**src/rtl/memory_arbiter_pkg.sv**
```systemverilog
// Shared types for the two-port memory arbiter: FSM state encoding and grant identity.
package memory_arbiter_pkg;

  typedef enum logic [1:0] {
    IDLE,
    ISSUE,
    WAIT,
    RESP
  } arb_state_t;

  typedef enum logic {
    GRANT_INS,
    GRANT_DATA
  } grant_t;

  // Latency counter width; it limits MEM_LAT to 1..4.
  localparam int CNT_W = 2;

endpackage

```
**src/rtl/memory_rr_select.sv**
```systemverilog
// Combinational two-way round-robin pick between fetch and data requests.
module memory_rr_select
  import memory_arbiter_pkg::*;
(
  input  logic   ins_req,
  input  logic   data_req,
  input  grant_t last_grant,
  output grant_t grant,
  output logic   valid
);

  always_comb begin
    valid = ins_req | data_req;
    if (ins_req && data_req) begin
      grant = (last_grant == GRANT_INS) ? GRANT_DATA : GRANT_INS;
    end else if (data_req) begin
      grant = GRANT_DATA;
    end else begin
      grant = GRANT_INS;
    end
  end

endmodule

```
**src/rtl/memory_port_arbiter.sv**
```systemverilog
// Arbitrates a fetch port and a data port onto one single-port memory with a
// fixed MEM_LAT read latency; one access in flight at a time.
module memory_port_arbiter
  import memory_arbiter_pkg::*;
#(
  parameter int ADDR_W  = 32,
  parameter int DATA_W  = 32,
  parameter int MEM_LAT = 1
) (
  input  logic              clk,
  input  logic              reset_n,
  input  logic              ins_req,
  input  logic [ADDR_W-1:0] ins_addr,
  output logic [DATA_W-1:0] ins_dout,
  output logic              ins_busy,
  output logic              ins_done,
  input  logic              data_req,
  input  logic              data_write,
  input  logic [ADDR_W-1:0] data_addr,
  input  logic [DATA_W-1:0] data_din,
  output logic [DATA_W-1:0] data_dout,
  output logic              data_busy,
  output logic              data_done,
  output logic              mem_en,
  output logic              mem_we,
  output logic [ADDR_W-1:0] mem_addr,
  output logic [DATA_W-1:0] mem_din,
  input  logic [DATA_W-1:0] mem_dout
);

  if (MEM_LAT < 1 || MEM_LAT > 4) begin : g_lat_check
    $error("memory_port_arbiter: MEM_LAT must be in 1..4");
  end

  localparam logic [CNT_W-1:0] CNT_LOAD = CNT_W'(MEM_LAT - 1);

  arb_state_t        state, next_state;
  grant_t            gnt_q, last_grant, sel_grant;
  logic              sel_valid;
  logic              we_q;
  logic [CNT_W-1:0]  cnt_q;
  logic [ADDR_W-1:0] addr_q;
  logic [DATA_W-1:0] din_q;

  memory_rr_select u_rr_select (
    .ins_req   (ins_req),
    .data_req  (data_req),
    .last_grant(last_grant),
    .grant     (sel_grant),
    .valid     (sel_valid)
  );

  // NOTE: sequential state uses non-blocking assignments so every register
  // samples pre-edge values regardless of statement order.
  always_ff @(posedge clk or negedge reset_n) begin
    if (!reset_n) state <= IDLE;
    else          state <= next_state;
  end

  // NOTE: every output of this block gets a default first, so no path leaves
  // a signal unassigned and no latch is inferred.
  always_comb begin
    next_state = state;
    mem_en     = 1'b0;
    mem_we     = 1'b0;
    ins_done   = 1'b0;
    data_done  = 1'b0;
    case (state)
      IDLE:  if (sel_valid) next_state = ISSUE;
      ISSUE: begin
        mem_en     = 1'b1;
        mem_we     = we_q;
        next_state = WAIT;
      end
      WAIT:  if (cnt_q == '0) next_state = RESP;
      RESP: begin
        ins_done   = (gnt_q == GRANT_INS);
        data_done  = (gnt_q == GRANT_DATA);
        next_state = IDLE;
      end
      default: next_state = IDLE;
    endcase
  end

  assign ins_busy  = ins_req & ~ins_done;
  assign data_busy = data_req & ~data_done;
  assign mem_addr  = addr_q;
  assign mem_din   = din_q;

  // Fetches carry no write data, so an instruction grant latches zero into din.
  always_ff @(posedge clk or negedge reset_n) begin
    if (!reset_n) begin
      gnt_q      <= GRANT_INS;
      last_grant <= GRANT_INS;
      we_q       <= 1'b0;
      cnt_q      <= '0;
      addr_q     <= '0;
      din_q      <= '0;
      ins_dout   <= '0;
      data_dout  <= '0;
    end else begin
      case (state)
        IDLE: if (sel_valid) begin
          gnt_q      <= sel_grant;
          last_grant <= sel_grant;
          if (sel_grant == GRANT_DATA) begin
            addr_q <= data_addr;
            we_q   <= data_write;
            din_q  <= data_din;
          end else begin
            addr_q <= ins_addr;
            we_q   <= 1'b0;
            din_q  <= '0;
          end
        end
        ISSUE: cnt_q <= CNT_LOAD;
        WAIT: begin
          if (cnt_q != '0) begin
            cnt_q <= cnt_q - 1'b1;
          end else if (!we_q) begin
            if (gnt_q == GRANT_INS) ins_dout  <= mem_dout;
            else                    data_dout <= mem_dout;
          end
        end
        default: ;
      endcase
    end
  end

endmodule

```
**config.mk**
```make
export PLATFORM = sky130hd
export DESIGN_NAME = memory_port_arbiter
export DESIGN_NICKNAME = d
export VERILOG_FILES = /design/src/rtl/memory_arbiter_pkg.sv /design/src/rtl/memory_rr_select.sv /design/src/rtl/memory_port_arbiter.sv
export SDC_FILE = /design/constraint.sdc
export NUM_CORES = 1
export LEC_CHECK = 0
export BUFFER_PORTS_ARGS = -buffer_cell sky130_fd_sc_hd__buf_2
export CORE_MARGIN = 2
export CORE_UTILIZATION = 35
export DETAILED_ROUTE_END_ITERATION = 16
export PLACE_DENSITY = 0.67
export SETUP_SLACK_MARGIN = 0.15
export SYNTH_ARGS = -nofsm -noshare
export SYNTH_HDL_FRONTEND = slang
export SYNTH_HIERARCHICAL = 1
export SYNTH_SLANG_ARGS = --single-unit
```
**constraint.sdc**
```tcl
create_clock -name clk -period 1.72 [get_ports clk]
set_input_delay 0.172 -clock clk [delete_from_list [all_inputs] [get_ports clk]]
set_output_delay 0.172 -clock clk [all_outputs]
set_load 0.01 [all_outputs]
```
==> flow_summary.ini <==
[floorplan]
initial_core_util_pct = 36.1
core.rowCount = 45
ioPinCount = 267
die_area_um2 = 16700
die_y_um = 129
horizontal_die_dimension_um = 129
core-area_um2 = 15300

[sta]
hold_viol = 0
period_needed_ns = 1.68
final.setup.worst_slack_ns = 0.0355
report.final.slew_viol_count = 0
fin_crit_sh_pct = 97.9
timing.fmax_mhz = 594
setup_viol_count_final = 0
whs_ns = 0.0115
clock_skew_ns = 0.00737
worst_slew_pin_slew_ns = 0.420
grt_setup_unrepaired = true
max_slew_margin_pct = 72.0
summed_negative_setup_slack_over_all_endpoints_ns = 0

[cts]
cts_tree = built
worst_skew_pair.late_latency_ns = 0.41
htree_num_levels = 4
cts_sinks = 134
max-clock-path-buffers = 2
clockRootBuffer = clkbuf_16
inserted_clock_buffers = 17
clk_pin_slew_worst_paths_ns = 0.06

[layout]
layout-area-overhead-vs-synth_pct = 54.6
nNetsFinal = 922
final_cell_area_um2 = 8510
final_layout_size_suffix_gt1_share_pct = 49.9

[critical_path]
path_cells = inv_2 -> ha_4 -> inv_4 -> nor4b_4 -> buf_6 -> buf_16 -> mux2_2
cp_slowest_cell = dfrtp_1
slowest_delay_ns = 0.38
crit-reg2reg-launch = cnt_q[1]
crit_fanout = 16
timing_worst_setup_path_type = reg -> reg
crit_family = buffers and inverters
crit_path_start_kind = flip-flop
ff2ff_setup_slack_ns = 0.04
critical_path_buf_inv_count = 4
worst-r2r-cell-count = 7
worstPathArrival_ns = 1.98
critical_path_required_ns = 2.02
reg_to_reg_end = ins_dout[3]
worst_setup_path_end_kind = flip-flop

[synth]
yosys.cell_types.count = 22
synthMuxAreaShare_pct = 19.7
synth_top_family_by_area = multiplexers
yosys.area_share.adder_pct = 1.59
synth.yosys.seq_area_share_pct = 60.9
synth_xor_area_share_pct = 0
mappedNetlistNets = 596
synth_area_per_cell_um2 = 12.1
synth-compound-area-share_pct = 3.32
synth.ff_latch_count = 134
synth_simple_gate_area_share_pct = 11.6
synth.cell_area_um2 = 5510
syn_inst = 456
synth.yosys.warnings = 6

[placed_design]
globalplace.congestion = 0.731
placement.setup.worst_slack_ns = 0.0339
placed_area_um2 = 7200
port_buffers = 266
dp.final_hpwl_um = 10000

[min_path]
hold_path_startpoint = data_din[17]
path_class_of_the_lowest_slack_min_delay_path = in -> reg
hold_depth = 3
hold-path-endpoint = mem_din[17]

[detailed_routing]
detail_route.iter0.violations = 155
via_density = 4.54
routed-via-count = 4572
drt-pass1-iter-count = 5
wire_length_after_detailed_routing_um = 15000
detail_route.wl_per_cell_um = 14.9
drc_errors = 0
ant_nets = 0

[power_and_ir_drop]
powerDensity_nw_per_um2 = 1750
ir_worst_vdd_uv = 730
leakage_nw = 4.40

[global_routing]
gr-usage-all-layers_pct = 17.6
grt_pass1_wl_um = 23000
globalRouteOverflowTotal = 0
first_global_vias = 4676
grt_antenna_before_repair = 0
grt_start_max_net_pins = 61

[run_status]
outcome = complete, no violations

[flow_run]
timing.max_cap.violations = 0
final cells by class:
type                            instances  area [um^2]
Antenna cell                            1         2.50
Clock buffer                           17          425
Clock inverter                         15          135
Fill cell                            1299         6750
Inverter                                5         23.8
Multi-Input combinational cell        289         2140
Sequential cell                       134         3360
Tap cell                              211          264
Timing Repair Buffer                  335         2160
registers in the layout, summed over array words and instances (netlist names):
signal	cells
mem_din	32
state	2
we_q	1
data_dout	32
mem_addr	32
last_grant	1
ins_dout	32
cnt_q	2
cells in the mapped netlist:
cell | instances | area [um^2]
nor4b_4 | 1 | 23.8
nand2b_1 | 1 | 6.26
mux2_1 | 2 | 22.5
mux2i_1 | 34 | 340
clkbuf_1 | 18 | 67.6
a21boi_1 | 1 | 7.51
nand4b_1 | 1 | 8.76
mux2_2 | 64 | 721
o32a_1 | 1 | 10.0
nand3_1 | 33 | 165
nand2_1 | 103 | 387
and2_1 | 3 | 18.8
o21ai_0 | 32 | 160
dfrtp_1 | 134 | 3350
buf_4 | 1 | 7.51
a21oi_1 | 1 | 5.00
buf_6 | 3 | 33.8
buf_2 | 6 | 30.0
inv_1 | 5 | 18.8
nor2b_1 | 4 | 25.0
ha_1 | 7 | 87.6
or2_1 | 1 | 6.26
worst min-delay path, cell delays in order:
cell     delay (ns)
buf_2          0.08
nand3_1        0.07
nand2_1        0.07
per-layer routing:
| layer | GRT usage [%] | wire (um) | share of wire [%] | vias to the layer above |
|---|---|---|---|---|
| met5 | 0 | 0 | 0 | - |
| met4 | 5.82 | 152 | 1.0 | 0 |
| met3 | 5.78 | 1170 | 7.8 | 15 |
| met2 | 30.3 | 7290 | 49 | 200 |
| met1 | 20.9 | 6360 | 42 | 2154 |
| li1 | - | - | - | 2203 |
logic make-up (layout without fill, tap and decap cells):
logic type	after synthesis	in the layout
mux	100	100
other cells	0	1
flops	134	134
compound gates	35	35
simple gates	147	147
fa+ha+maj	7	7
buf+inv	33	372
cell usage in the layout (no fill, tap or decap), types with 3 or more instances in the layout:
cell type      synthesis  layout
mux2_4                 0      18
inv_2                  0       3
buf_4                  1       3
dfrtp_1              134     132
clkbuf_16              0      18
mux2i_1               34      34
buf_6                  3       6
ha_4                   0       4
nand3_1               33      33
nand2_1              103     102
inv_6                  0       4
clkinvlp_4             0       5
inv_8                  0       4
buf_2                  6     262
ha_1                   7       3
mux2_2                64      47
nor2b_1                4       3
o21ai_0               32      32
dlygate4sd3_1          0      53
buf_12                 0       9
through the flow:
stage	utilization [%]	std cells	power, mW
2_1_floorplan	-	456	8.52
6_report	55.8	1007	14.9
3_5_place_dp	47.2	916	11.0
5_1_grt	55.8	1006	15.9
4_1_cts	54.8	1003	14.7
3_3_place_gp	47.2	916	10.8
how the worst max path moves through the flow:
stage / cells after the start / start / endpoint
after floorplan: 6 / cnt_q[1] / ins_dout[10]
after global placement: 6 / cnt_q[1] / ins_dout[15]
after detailed placement: 6 / cnt_q[1] / ins_dout[14]
after CTS: 7 / cnt_q[1] / ins_dout[14]
after global routing: 7 / cnt_q[1] / ins_dout[4]
final: 7 / cnt_q[1] / ins_dout[3]
report_power, final:
| group | switching (mW) | internal (mW) |
|---|---|---|
| Combinational | 3.04 | 3.07 |
| Sequential | 0.803 | 4.62 |
| Clock | 1.50 | 1.90 |
what timing repair did:
action                                  4_1_cts  5_1_grt
gates resized for setup                      12       26
setup buffers                                 2        1
endpoints found under the setup margin       37       51
endpoints found under the hold margin       103        1
cloned                                        1        1
pin swaps                                     0        1
hold buffers                                 52        1
Power figures use the tool's default switching activity.
